## src/rtl/clock_mode_fsm.sv

```systemverilog
// clock_mode_fsm: system mode / tune-field controller for the clock.
// Turns debounced key pulses and the alarm-match pulse into registered
// mode and tune codes, and issues one-cycle field-adjust strobes to the
// time and alarm counters.
module clock_mode_fsm #(
  parameter logic [31:0] INIT_CYCLES    = 32'd50_000_000,
  parameter logic [31:0] TIMEOUT_CYCLES = 32'd500_000_000,
  parameter logic [31:0] ALARM_CYCLES   = 32'd1_500_000_000
) (
  input  logic       clk,
  input  logic       rst_n,
  input  logic       key_mode_p,
  input  logic       key_sel_p,
  input  logic       key_adj_p,
  input  logic       alarm_hit_p,
  output logic [2:0] sys_status,
  output logic [1:0] tune_status,
  output logic       adj_p,
  output logic [1:0] adj_field,
  output logic       adj_alarm
);

  typedef enum logic [2:0] {
    S_INIT        = 3'd0,
    S_NORM        = 3'd1,
    S_TUNESEL     = 3'd2,
    S_TUNING      = 3'd3,
    S_TUNEALARM   = 3'd4,
    S_ALARMTUNING = 3'd5,
    S_ALARMING    = 3'd6
  } state_t;

  typedef enum logic [1:0] {
    T_NONE   = 2'd0,
    T_SECOND = 2'd1,
    T_MINUTE = 2'd2,
    T_HOUR   = 2'd3
  } tune_t;

  state_t      state, next_state;
  tune_t       tune, next_tune;
  logic [31:0] cnt;
  logic        key_accepted;
  logic        next_adj_p;
  logic [1:0]  next_adj_field;
  logic        next_adj_alarm;
  logic        tune_timeout;

  // Select key walks SECOND -> MINUTE -> HOUR -> SECOND.
  function automatic tune_t rotate_field(input tune_t cur);
    case (cur)
      T_SECOND: rotate_field = T_MINUTE;
      T_MINUTE: rotate_field = T_HOUR;
      default:  rotate_field = T_SECOND;
    endcase
  endfunction

  assign tune_timeout = (cnt == TIMEOUT_CYCLES - 32'd1);

  // Next-state, next-tune and adjust-strobe decode; key priority is mode > sel > adj.
  always_comb begin
    next_state     = state;
    next_tune      = tune;
    key_accepted   = 1'b0;
    next_adj_p     = 1'b0;
    next_adj_field = 2'd0;
    next_adj_alarm = 1'b0;
    case (state)
      S_INIT: begin
        if (cnt == INIT_CYCLES - 32'd1) next_state = S_NORM;
      end
      S_NORM: begin
        if (alarm_hit_p) begin
          next_state = S_ALARMING;
        end else if (key_mode_p) begin
          next_state   = S_TUNESEL;
          next_tune    = T_SECOND;
          key_accepted = 1'b1;
        end
      end
      S_TUNESEL, S_TUNEALARM: begin
        if (key_mode_p) begin
          key_accepted = 1'b1;
          if (state == S_TUNESEL) begin
            next_state = S_TUNEALARM;
            next_tune  = T_SECOND;
          end else begin
            next_state = S_NORM;
          end
        end else if (key_sel_p) begin
          key_accepted = 1'b1;
          next_tune    = rotate_field(tune);
        end else if (key_adj_p) begin
          key_accepted = 1'b1;
          next_state   = (state == S_TUNESEL) ? S_TUNING : S_ALARMTUNING;
        end else if (tune_timeout) begin
          next_state = S_NORM;
        end
      end
      S_TUNING, S_ALARMTUNING: begin
        if (key_mode_p) begin
          key_accepted = 1'b1;
          next_state   = S_NORM;
        end else if (key_sel_p) begin
          key_accepted = 1'b1;
          next_state   = (state == S_TUNING) ? S_TUNESEL : S_TUNEALARM;
        end else if (key_adj_p) begin
          key_accepted   = 1'b1;
          next_adj_p     = 1'b1;
          next_adj_field = tune;
          next_adj_alarm = (state == S_ALARMTUNING);
        end else if (tune_timeout) begin
          next_state = S_NORM;
        end
      end
      S_ALARMING: begin
        if (key_mode_p || key_sel_p || key_adj_p) begin
          key_accepted = 1'b1;
          next_state   = S_NORM;
        end else if (cnt == ALARM_CYCLES - 32'd1) begin
          next_state = S_NORM;
        end
      end
      default: begin
        next_state = S_NORM;
      end
    endcase
    if (next_state inside {S_INIT, S_NORM, S_ALARMING}) next_tune = T_NONE;
  end

  // State, tune and adjust-strobe registers.
  always_ff @(posedge clk or negedge rst_n) begin
    if (!rst_n) begin
      state     <= S_INIT;
      tune      <= T_NONE;
      adj_p     <= 1'b0;
      adj_field <= 2'd0;
      adj_alarm <= 1'b0;
    end else begin
      state     <= next_state;
      tune      <= next_tune;
      adj_p     <= next_adj_p;
      adj_field <= next_adj_field;
      adj_alarm <= next_adj_alarm;
    end
  end

  // Shared cycle counter: restarts on any state change or accepted key.
  always_ff @(posedge clk or negedge rst_n) begin
    if (!rst_n) begin
      cnt <= 32'd0;
    end else if ((next_state != state) || key_accepted) begin
      cnt <= 32'd0;
    end else begin
      cnt <= cnt + 32'd1;
    end
  end

  assign sys_status  = state;
  assign tune_status = tune;

endmodule
```

## config.mk

```make
export PLATFORM = sky130hd
export DESIGN_NAME = clock_mode_fsm
export DESIGN_NICKNAME = d
export VERILOG_FILES = /design/src/rtl/clock_mode_fsm.sv
export SDC_FILE = /design/constraint.sdc
export NUM_CORES = 1
export LEC_CHECK = 0
export ABC_AREA = 1
export ABC_CLOCK_PERIOD_IN_PS = 2800
export CAP_MARGIN = 15
export CORE_UTILIZATION = 39
export DETAILED_ROUTE_END_ITERATION = 10
export GPL_TIMING_DRIVEN = 0
export HOLD_SLACK_MARGIN = 0.05
export PLACE_DENSITY = 0.64
export SETUP_SLACK_MARGIN = 0.15
export SKIP_CTS_REPAIR_TIMING = 1
export SLEW_MARGIN = 30
export SYNTH_ARGS = -nofsm -noshare
export SYNTH_HDL_FRONTEND = slang
export SYNTH_SLANG_ARGS = --single-unit
```

## constraint.sdc

```tcl
create_clock -name clk -period 2.8 [get_ports clk]
set_clock_uncertainty 0.15 [all_clocks]
set_input_delay 0.56 -clock clk [delete_from_list [all_inputs] [get_ports clk]]
set_output_delay 0.56 -clock clk [all_outputs]
set_load 0.01 [all_outputs]
```

After elaboration in Yosys (flattened, before gate mapping)
Index checks and enable logic that the tools add are counted.

Logic and storage cells: 79. Output and inout port bits: 9. Bits of input ports: 6. Bits in registers: 41.

Multiplexer cells: 43. Reductions and logical operators: 11. $add $sub $neg: 1. Equal/unequal tests: 18.

Operators by type and width (number): $mux W3 (15); $add A32 B1 Y32 const B (1); $eq A32 B26 Y1 const B (1); $eq A32 B29 Y1 const B (1); $eq A32 B31 Y1 const B (1); $mux W32 (1); $mux W2 (10); $pmux W3 S5 (1); $mux W1 (13); $eq A3 B3 Y1 const B (4); $ne A4 B4 Y1 const B (2); $pmux W2 S2 (2); $eq A3 B1 Y1 const B (2); $eq A3 B2 Y1 const B (2); $logic_not A3 Y1 (2); $ne A3 B3 Y1 const B (2); $reduce_bool A3 Y1 (2); $reduce_and A5 Y1 (1); $reduce_or A2 Y1 (2); $reduce_or A4 Y1 (1); $logic_or A1 B1 Y1 (3); $ne A3 B3 Y1 (1); $pmux W1 S3 (1); $eq A2 B1 Y1 const B (1); $eq A2 B2 Y1 const B (1).

Longest topological paths before layout
Depth after elaboration: 10. Depth in mapped cells: 15. Depth with buffers taken out: 14.

Worst setup path before layout
OpenSTA, ideal clock, no wires.

Kind: register -> register. From: register cnt[0]. To: register cnt[24]. Library setup time: 124 ps. Buffers on the path: 0. Data required time: 2526 ps. Clock period less this slack: 2151 ps. Stages on the path, launching flop included: 11. Setup slack: 649 ps. Arrival: 1877 ps. Cell sequence: dfrtp_1 > ha_1 > nand2_1 > nor2_4 > nand4_2 > nor2_2 > nand2_1 > or3_4 > nor2_2 > xor2_1 > nor2_4.

Word-level cells in the longest chain between the ends: 9. Elaborated cells on any way between the ends: 18. Classes of those cells: add/sub: 1; eq/ne: 4; mux: 12; reduce/logical: 1.

RTL lines: from (decl) (RTL line 42) `logic [31:0] cnt;`; from (signal assigned) (RTL line 155) `cnt <= cnt + 32'd1;`; $eq A32 B29 Y1 (RTL line 58) `assign tune_timeout = (cnt == TIMEOUT_CYCLES - 32'd1);`; $mux W3 (RTL line 96, 112); $mux W3 (on tied branches) (RTL line 107, 93); $mux W3 (on tied branches) (RTL line 104, 90); $mux W3 (on tied branches) (RTL line 101, 82); $pmux W3 S5 (RTL line 68) `case (state)`; $ne A3 B3 Y1 (RTL line 152) `end else if ((next_state != state) || key_accepted) begin`; $logic_or A1 B1 Y1 (RTL line 152); $mux W32 (*) (RTL line 152).

Mark *: on every way between the ends. The rest lies on a longest branch, timed or not. A chain may end at the register's enable or synchronous reset.

Worst setup path after layout
Same ends and word-level chain as after synthesis.

==> results.md <==
- Placer Congestion: between 0.9 and 1
- Top delay family on crit path: simple AND/OR/NAND/NOR gates
- First-pass GRT wire length: around 10,000 um
- Synth Instances: 364
- Top cell type's share of synthesized area: 35.0%
- CP Class: reg2reg
- Pint: between 1 and 1.5 mW
- Setup TNS: 0 ns
- Final slew viol count: 0
- Reg2Reg Depth: 10
- Sequential Power Share: about 29%
- Cell variety after synth: 34
- Overflow after GRT: 0
- Share of layout cells above drive strength 1: 20.5%
- Clk network pwr share: 16.7%
- Syn-to-layout area delta: 12.3%
- Slowest CP cell: dfrtp_1
- GRT Total Usage: 16.7%
- CP Data Required Time: 2.82 ns
- Mapped Area: approximately 3000 um2
- Residual DRC: 0
- Post-route ant nets: 0
- Filler cells: just over 700
- Initial antenna violation count: 0
- Count of max-cap constraint violations: 0
- Switch Pwr: 1.03 mW
- Routed via count: 2,279
- Worst path bufs/invs: 0
- Register area share after synthesis: 35.0%
- Final setup vio count: 0
- FMAX: 419 MHz
- CTS tree: done
- Cell Chain, Critical Path: ha_1, nand2_1, nor2_4, nand4_2, nor2_2, nand2_1, or3_4, nor2_2, xor2_1, nor2_4
- Total power: 2.26 mW
- Final hold violations: 0
- # H-tree levels: 2
- Final hold slack: 0.0791 ns
- Clock root buffer: clkbuf_8
- Worst-path clk slew: 0.08 ns
- IO Count: 15
- DRT Wirelength: 5850 um
- IO buf count: 13
- Register Area: 1030 um2
- Post-layout min period: 2.39 ns
- Vias in the first global route: 2,163
- CTS Sinks: 41
- Via/cell ratio: 4.70
- Syn avg cell area: about 8.1 um2
- CP max stage delay: 0.38 ns
- Comb power frac: between 50% and 60%
- Ys Warns: 0
- Post-DP HPWL: 4670 um
- Status: finished clean
- Max_slew headroom: 67.1%
- Initial drt markers: 120
- Pre-Repair DR Iteration Count: 5
- Crit path arrival time: 2.41 ns
- Die footprint: 7860 um2
- Switching share of power: 45.5%
- Tightest Pin Transition: around 0.49 ns
- # diodes: 0
- HP Class: in2async
- Largest net degree at the start of global routing: 23
- Fin crit share: 85.2%
- VDD IR max: 391 uV
- Starting Density: 40.4%
- Worst setup EP type: register
- Setup crit start kind: register
- Post-DR wirelength/cell: between 10 and 15 um
- Crit. path cell count: 10
- Multi-input gate area: 1640 um2
- PwrDens: 687 nW/um2
- Max clock buf depth: 2
- Die X: 88.7 um
- RSZ-0062 raised after global routing: false
- Total CTS buffers: 5
- FF-to-FF setup slack: 0.41 ns
- # rows: 31
- Core area: 7250 um2
- Layout Nets: 393
- P_leak: 1.34 nW
- Die H: approximately 90 um
- Yosys reg bits: 41
- Dominant cell type by area after synthesis: dfrtp_1
- CP max FO: 5
- Post-Syn Nets: about 370
- Area contributors post-synth: dfrtp_1, nor2_4, nand2_1, xor2_1, nor2_1
- Skew-Pair Late Insertion Delay: 0.29 ns
- Final core area utilization: between 40 and 50%
cell families (layout without fill, tap and decap cells):
logic type	Yosys count	in the layout	synth area share [%]
AOI/OAI and AO/OA	15	15	3.29
adders and majority gates	2	2	0.854
and+or+nand+nor	220	220	42.7
xor gates and xnor gates	29	29	8.67
buffers and inverters	56	78	9.09
DFF	41	41	35.0
muxes	1	1	0.342
Yosys cell counts, drive strengths merged:
library cell	n
a31o	1
nand3	24
inv	49
or3	1
nor3b	2
a31oi	1
o21ai	6
dfrtp	41
xnor2	5
o31ai	1
a21oi	5
buf	7
ha	2
mux2i	1
and3	1
nand2	78
nand4	11
nor3	16
a21boi	1
xor2	24
nor2	87
flip-flops by register name (all words and copies together) (netlist names):
register,count
adj_p,1
adj_alarm,1
cnt,32
adj_field,2
tune_status,2
sys_status,3
cell type report:
class	count	share of cell area, %
Timing Repair Buffer	14	4.64
Inverter	49	5.59
Clock buffer	8	2.43
Sequential cell	41	31.2
Tap cell	99	3.77
Buffer	7	2.51
Multi-Input combinational cell	267	49.9
per-stage QoR:
stage / std cells / worst slack (ns) / instance area (um2)
3_3_place_gp: 476 / -0.0549 / 3180
6_report: 485 / 0.414 / 3290
2_1_floorplan: 364 / 0.649 / 2930
4_1_cts: 485 / 0.372 / 3290
5_1_grt: 485 / 0.186 / 3290
3_5_place_dp: 477 / 0.0625 / 3210
power by group through the flow:
stage / Clock (mW) / Combinational (mW) / Sequential, mW
final: 0.377 / 1.23 / 0.651
after global routing: 0.419 / 1.34 / 0.658
after CTS: 0.394 / 1.24 / 0.652
after detailed placement: 0 / 1.24 / 0.664
after global placement: 0 / 1.22 / 0.663
after floorplan: 0 / 0.993 / 0.675
per-layer routing:
metal,track usage (%),wire [um],vias to the layer above
met5,0,0,-
li1,-,-,1172
met3,2.99,218,2
met4,4.55,34,0
met2,25.6,2680,44
met1,24.0,2910,1061
worst register-to-register path, stage by stage (launching register included):
cell and delay [ns]:
dfrtp_1 0.38, ha_1 0.19, nand2_1 0.09, nor2_4 0.18
nand4_2 0.20, nor2_2 0.17, nand2_1 0.11, or3_4 0.38
nor2_2 0.11, xor2_1 0.26, nor2_4 0.06
final timing paths:
kind	startpoint	end
worst max-delay path	cnt[0]	cnt[24]
worst min-delay path	rst_n	cnt[13]
worst max register to register	cnt[0]	cnt[24]
worst min register to register	cnt[0]	cnt[0]
max in group asynchronous	rst_n	cnt[6]
min in group clk	cnt[0]	cnt[0]
placed cells by master, fill, tap and decap left out:
| cell type | instances |
|---|---|
| clkdlybuf4s50_1 | 12 |
| nand2_4 | 1 |
| a21oi_1 | 3 |
| xnor2_1 | 5 |
| nand2_1 | 76 |
| inv_1 | 40 |
| nand2_2 | 1 |
| and3_1 | 1 |
| buf_4 | 1 |
| nand4_2 | 1 |
| o21ai_0 | 5 |
| a31o_2 | 1 |
| nand4_1 | 10 |
| a21oi_2 | 2 |
| o21ai_2 | 1 |
| buf_2 | 4 |
| inv_2 | 9 |
| clkbuf_1 | 3 |
| dfrtp_1 | 41 |
| nor2_1 | 45 |
| nor2_4 | 35 |
| or3_4 | 1 |
| nor3b_1 | 2 |
| mux2i_1 | 1 |
| nand3_2 | 4 |
| a31oi_1 | 1 |
| nand3_1 | 19 |
| nor2_2 | 7 |
| nor3_2 | 1 |
| buf_12 | 3 |
| nand3_4 | 1 |
| xor2_1 | 24 |
| buf_16 | 1 |
| a21boi_1 | 1 |
| ha_1 | 2 |
| clkbuf_8 | 5 |
| nor3_1 | 15 |
| o31ai_1 | 1 |
Note: power is estimated with default switching activity, not from simulation.
